===== src/rtl/rgb_pwm_sequencer.sv =====
// RGB PWM sequencer: step prescaler, pattern/breathing sequencer and per-channel PWM.
// Modes: binary count, breathing fade, static duty, off. Duty reloads only at frame end.
//
// dir state | meaning
// DIR_UP    | breathing level ramps towards MAX on each step
// DIR_DOWN  | breathing level ramps towards 0; pattern advances on reaching it
module rgb_pwm_sequencer #(
    parameter int unsigned STEP_CYCLES = 48000000,
    parameter int unsigned PWM_BITS    = 8,
    parameter int unsigned CHANNELS    = 3,
    parameter int unsigned ACTIVE_LOW  = 1
) (
    input  logic                         clk,
    input  logic                         reset_n,
    input  logic                         enable,
    input  logic [1:0]                   mode,
    input  logic [CHANNELS*PWM_BITS-1:0] static_duty,
    output logic [CHANNELS-1:0]          led,
    output logic [CHANNELS-1:0]          pattern,
    output logic                         step
);

    typedef enum logic [1:0] {
        MODE_COUNT   = 2'b00,
        MODE_BREATHE = 2'b01,
        MODE_STATIC  = 2'b10,
        MODE_OFF     = 2'b11
    } mode_e;

    typedef enum logic {
        DIR_UP   = 1'b0,
        DIR_DOWN = 1'b1
    } dir_e;

    localparam logic [PWM_BITS-1:0] MAX = '1;
    localparam logic [31:0]         TC  = 32'(STEP_CYCLES - 1);
    localparam logic                POL = (ACTIVE_LOW != 0);

    logic [31:0]                        presc_q, presc_d;
    logic [PWM_BITS-1:0]                pwm_cnt_q;
    logic [PWM_BITS-1:0]                level_q, level_d;
    dir_e                               dir_q, dir_d;
    logic [CHANNELS-1:0]                pattern_q, pattern_d;
    logic [1:0]                         mode_q;
    logic                               mode_chg;
    logic [CHANNELS-1:0][PWM_BITS-1:0]  target;
    logic [CHANNELS-1:0][PWM_BITS-1:0]  duty_q;
    logic [CHANNELS-1:0]                lit;
    logic [CHANNELS-1:0]                led_q;

    assign mode_chg = (mode != mode_q);
    assign step     = enable && (presc_q == TC);
    assign pattern  = pattern_q;
    assign led      = led_q;

    always_ff @(posedge clk or negedge reset_n) begin
        if (!reset_n) begin
            presc_q   <= '0;
            pwm_cnt_q <= '0;
            level_q   <= '0;
            dir_q     <= DIR_UP;
            pattern_q <= '0;
            mode_q    <= MODE_COUNT;
            duty_q    <= '0;
            led_q     <= {CHANNELS{POL}};
        end else begin
            presc_q   <= presc_d;
            pwm_cnt_q <= pwm_cnt_q + PWM_BITS'(1);
            level_q   <= level_d;
            dir_q     <= dir_d;
            pattern_q <= pattern_d;
            mode_q    <= mode;
            if (pwm_cnt_q == MAX) begin
                duty_q <= target;
            end
            led_q     <= lit ^ {CHANNELS{POL}};
        end
    end

    // A mode change outranks a coincident step so every mode starts from a clean slate.
    always_comb begin
        presc_d   = presc_q;
        level_d   = level_q;
        dir_d     = dir_q;
        pattern_d = pattern_q;
        if (mode_chg) begin
            presc_d   = '0;
            level_d   = '0;
            dir_d     = DIR_UP;
            pattern_d = (mode == MODE_BREATHE) ? CHANNELS'(1) : '0;
        end else begin
            if (enable) begin
                presc_d = step ? '0 : presc_q + 32'd1;
            end
            if (step) begin
                case (mode)
                    MODE_COUNT: pattern_d = pattern_q + CHANNELS'(1);
                    MODE_BREATHE: begin
                        if (dir_q == DIR_UP) begin
                            if (level_q == MAX) begin
                                dir_d   = DIR_DOWN;
                                level_d = MAX - PWM_BITS'(1);
                            end else begin
                                level_d = level_q + PWM_BITS'(1);
                            end
                        end else begin
                            if (level_q == '0) begin
                                dir_d     = DIR_UP;
                                level_d   = PWM_BITS'(1);
                                pattern_d = (pattern_q == '1) ? CHANNELS'(1)
                                                              : pattern_q + CHANNELS'(1);
                            end else begin
                                level_d = level_q - PWM_BITS'(1);
                            end
                        end
                    end
                    default: pattern_d = '0;
                endcase
            end
        end
    end

    always_comb begin
        target = '0;
        for (int c = 0; c < CHANNELS; c++) begin
            case (mode)
                MODE_COUNT:   target[c] = pattern_q[c] ? MAX : '0;
                MODE_BREATHE: target[c] = pattern_q[c] ? level_q : '0;
                MODE_STATIC:  target[c] = static_duty[c*PWM_BITS +: PWM_BITS];
                default:      target[c] = '0;
            endcase
        end
    end

    // Full-scale duty is forced lit so MAX means always on rather than 2^N-1 of 2^N.
    always_comb begin
        lit = '0;
        for (int c = 0; c < CHANNELS; c++) begin
            lit[c] = (duty_q[c] == MAX) || (pwm_cnt_q < duty_q[c]);
        end
    end

endmodule


===== config.mk =====
export PLATFORM = sky130hd
export DESIGN_NAME = rgb_pwm_sequencer
export DESIGN_NICKNAME = d
export VERILOG_FILES = /design/src/rtl/rgb_pwm_sequencer.sv
export SDC_FILE = /design/constraint.sdc
export NUM_CORES = 1
export LEC_CHECK = 0
export CAP_MARGIN = 10
export CORE_UTILIZATION = 52
export DETAILED_ROUTE_END_ITERATION = 12
export GPL_ROUTABILITY_DRIVEN = 0
export PLACE_DENSITY = 0.83
export SETUP_SLACK_MARGIN = 0.2
export SYNTH_ARGS = -nofsm -noshare
export SYNTH_HDL_FRONTEND = slang
export SYNTH_SLANG_ARGS = --single-unit

===== constraint.sdc =====
create_clock -name clk -period 6.81 [get_ports clk]
set_input_delay 1.362 -clock clk [delete_from_list [all_inputs] [get_ports clk]]
set_output_delay 1.362 -clock clk [all_outputs]
set_load 0.005 [all_outputs]

==> reports/results.txt <==
The non-filler instance count after layout was 724; the post-synthesis register bit count was 81. The tools report the net count of the finished layout as 647. STA classifies the critical path startpoint as a primary input. From synthesis to final layout, the design area changed by 12.0%.

The first global-routing pass estimated 20100 µm of wire. In this run the core area contains 35 standard-cell rows. The net count of the mapped netlist was 634; the detailed-route wire length was 12200 µm. The floorplan step set the die width to 101 µm.

For the post-detailed-route count of antenna-violating nets, the log shows 0. The cell area after synthesis is 5070 µm². For the data required time of the worst path, the log shows 5.45 ns. Summed over all failing endpoints, the final setup total negative slack is 0 ns. Dividing the detail-routed wire length by the instance count gives 16.8 µm. The proportion of netlist area held by the largest area contributor was 38.5%.

The placed cell count came out at 708. The synthesized design contains 0 enable-type register cells. The die covers 10100 µm². In this run the tightest slew margin relative to its limit is 27.2%. The total overflow left after global routing is 0. The worst hold path belongs to the class register to register. The die span in y is 101 µm, and the portion of the clock cycle consumed by the worst path in the final layout is 68.6%. The violation count after the first detailed-route iteration came out at 415. Dominant combinational cell family by area after synthesis: simple AND/OR/NAND/NOR gates. Timing would allow up to 214 MHz. The H-tree was split into 3 levels. Max-cap violations in this run came to 0. Once the floorplan was initialized, standard cells occupied 54.3% of the core.

The tools report the number of hold violations in the final report as 0. Sequential elements use 40.1% of the synthesized area. The analysis attributes to cell leakage a power of 2.47 nW. For the sink count of the clock tree, the log shows 81. The cell count after synthesis came out at 577. Clock latency on the worst-skew pair, taken at its later pin, is 0.35 ns. The number of remaining DRC errors was 0. For the maximum number of pins on one net before global-route repair, the log shows 82. Setup violations remaining at the end of the flow were counted as 0.

The number of setup buffers added after CTS is 0. The via count of the first global-routing pass was 4223; the number of buffers created by CTS was 9. The post-route minimum period came out at 4.67 ns. The complex-gate fraction of the synthesized area was 16.8%; the largest fanout on the critical path was 7. The run gives 5 as the detailed-routing iteration count for the pre-antenna-repair pass. The post-synthesis xor/xnor area fraction works out to 5.70%. Setup repair after global routing left no endpoint under its margin. The netlist uses 66 different library cells. The flow ran to the end, and the final reports show no timing, DRC or antenna violations. By startpoint and endpoint, the worst setup path is classified as primary input to primary output. The floorplan step defined a core boundary enclosing 9330 µm².

Cell accounting for the most synthesized area: sky130_fd_sc_hd__dfrtp_1. For the final design utilization, the log shows 60.9%. The area share of fa/ha/maj cells after synthesis is 6.91%, and the multiplexer fraction of the synthesized cell area is 0.988%. The number of antenna violations at the first check in global routing is 0. Counting instances in the post-synthesis netlist gives the leading cell types as sky130_fd_sc_hd__dfrtp_1 (78), sky130_fd_sc_hd__nand2_1 (67), sky130_fd_sc_hd__o21ai_0 (49), sky130_fd_sc_hd__nor2_1 (48), sky130_fd_sc_hd__inv_1 (29).

Of all flip-flops after synthesis, the portion carrying an async set or reset was 100%. Data arrives at the worst endpoint at 3.31 ns. Fraction of layout instances using a drive strength above 1: 6.22%.

The root buffer cell chosen for the clock tree is sky130_fd_sc_hd__clkbuf_8. The total of cells resized after clock tree synthesis is 0. The power density over the cells was 175 nW/µm²; the maximum vdd ir drop was 0.000121 V. Port buffering added 35 buffers.

For the pin with the worst max-slew slack, the measured transition is 1.09 ns. By area the synthesized netlist is led by sky130_fd_sc_hd__dfrtp_1 (39%), sky130_fd_sc_hd__ha_1 (6.9%), sky130_fd_sc_hd__nand2_1 (5.0%). After legalization and detailed placement, the total HPWL measured 8240 µm.

TritonCTS built the clock tree. The logs give 0 for the max-slew violation total from the final report and 25.3% for the all-layer global routing usage. The worst setup path is captured at a primary output. The clock tree skew after final layout was 0.00654 ns; the deepest clock path buffer count was 2. The area fraction in and, or, nand and nor cells after synthesis was 24.2%; the number of vias per cell after detailed routing was 6.06. Averaged over all synthesized cells, the footprint is 8.78 µm².

Clock-pin slew was measured on the worst setup and hold paths at 0.08 ns. In the post-synthesis netlist, the cell with the most instances is sky130_fd_sc_hd__dfrtp_1. Yosys printed 0 warnings.

In this run, post-CTS hold repair placed 0 buffers. The final route contains 4386 vias. The run gives 0 as the antenna diode instance count. Pin placement for this block handled 36 I/O pins.

Most used flip-flop cell after synthesis: sky130_fd_sc_hd__dfrtp_1.
[cells in the final DEF (no fill, tap or decap), types with 4 or more instances in the layout]
cell	netlist	routed
sky130_fd_sc_hd__and4_1	7	7
sky130_fd_sc_hd__nor2_1	48	48
sky130_fd_sc_hd__clkbuf_8	0	9
sky130_fd_sc_hd__or3_1	4	4
sky130_fd_sc_hd__xor2_1	15	15
sky130_fd_sc_hd__and2_1	5	5
sky130_fd_sc_hd__a221oi_1	4	4
sky130_fd_sc_hd__dfrtp_1	78	78
sky130_fd_sc_hd__a21boi_0	5	5
sky130_fd_sc_hd__clkdlybuf4s50_1	0	34
sky130_fd_sc_hd__buf_4	2	4
sky130_fd_sc_hd__xnor2_1	18	18
sky130_fd_sc_hd__nor4_1	5	5
sky130_fd_sc_hd__a31oi_1	9	9
sky130_fd_sc_hd__o22a_1	4	4
sky130_fd_sc_hd__o21ai_0	49	49
sky130_fd_sc_hd__o21a_1	6	6
sky130_fd_sc_hd__and3_1	12	12
sky130_fd_sc_hd__nand2_1	67	67
sky130_fd_sc_hd__nand4_1	22	22
sky130_fd_sc_hd__a21oi_1	27	27
sky130_fd_sc_hd__nand3_1	23	23
sky130_fd_sc_hd__inv_1	29	29
sky130_fd_sc_hd__nor3_1	5	5
sky130_fd_sc_hd__ha_1	28	28
sky130_fd_sc_hd__or4_1	5	5
sky130_fd_sc_hd__nor2b_1	9	9
[flip-flops by register name, summed over array words and instances (netlist names)]
register	count
dir_q	1
duty_q	24
led	3
level_q	8
mode_q	2
pattern	3
presc_q	32
pwm_cnt_q	8
[final timing paths]
kind	endpoint	cells after the start	start	slack [ns]
min	presc_q[0]	1	presc_q[0]	0.54
max reg2reg	level_q[4]	5	presc_q[10]	4.19
max in group asynchronous	pwm_cnt_q[0]	1	reset_n	4.99
min reg2reg	presc_q[0]	1	presc_q[0]	0.54
max	step	5	enable	2.14
min in group asynchronous	presc_q[2]	1	reset_n	1.18
[power breakdown]
part	switching, W	total [W]	internal [W]
logic	0.0000488	0.0000800	0.0000312
clock network	0.000186	0.000430	0.000244
registers	0.00000327	0.000486	0.000483
[critical path, cell delays in order]
cell                              delay, ns
sky130_fd_sc_hd__clkdlybuf4s50_1       0.59
sky130_fd_sc_hd__inv_1                 0.12
sky130_fd_sc_hd__or4_1                 0.41
sky130_fd_sc_hd__nor4_1                0.28
sky130_fd_sc_hd__clkdlybuf4s50_1       0.55
[cell families after synthesis]
logic type	Yosys count
adders and majority gates	28
muxes	4
DFF	81
xor gates and xnor gates	33
AOI/OAI and AO/OA	132
and+or+nand+nor	234
buffers and inverters	65
[through the flow]
stage	hold slack (ns)	area [µm²]	power, W	worst slack (ns)
after floorplan	0.494	5070	0.000537	3.35
after global placement	0.525	5440	0.000573	2.12
after detailed placement	0.533	5440	0.000575	2.15
after CTS	0.548	5680	0.000998	2.14
after global routing	0.571	5680	0.00103	2.01
final	0.543	5680	0.000996	2.14
[final cells by class]
| cell class | instances | area, µm² |
|---|---|---|
| inverters | 29 | 109 |
| fillers | 759 | 3650 |
| clock inverters | 7 | 119 |
| well taps | 129 | 161 |
| clock buffers | 9 | 124 |
| repair buffers | 38 | 370 |
| multi-input cells | 431 | 2760 |
| flip-flops and latches | 81 | 2030 |
[layer usage]
| metal | track usage [%] | part of all wire, % | vias to the layer above |
|---|---|---|---|
| li1 | - | - | 2090 |
| met1 | 36.1 | 46 | 2119 |
| met2 | 38.4 | 47 | 156 |
| met3 | 4.72 | 5.9 | 21 |
| met4 | 9.81 | 1.7 | 0 |
| met5 | 0 | 0 | - |
(Power assumes the default switching activity.)
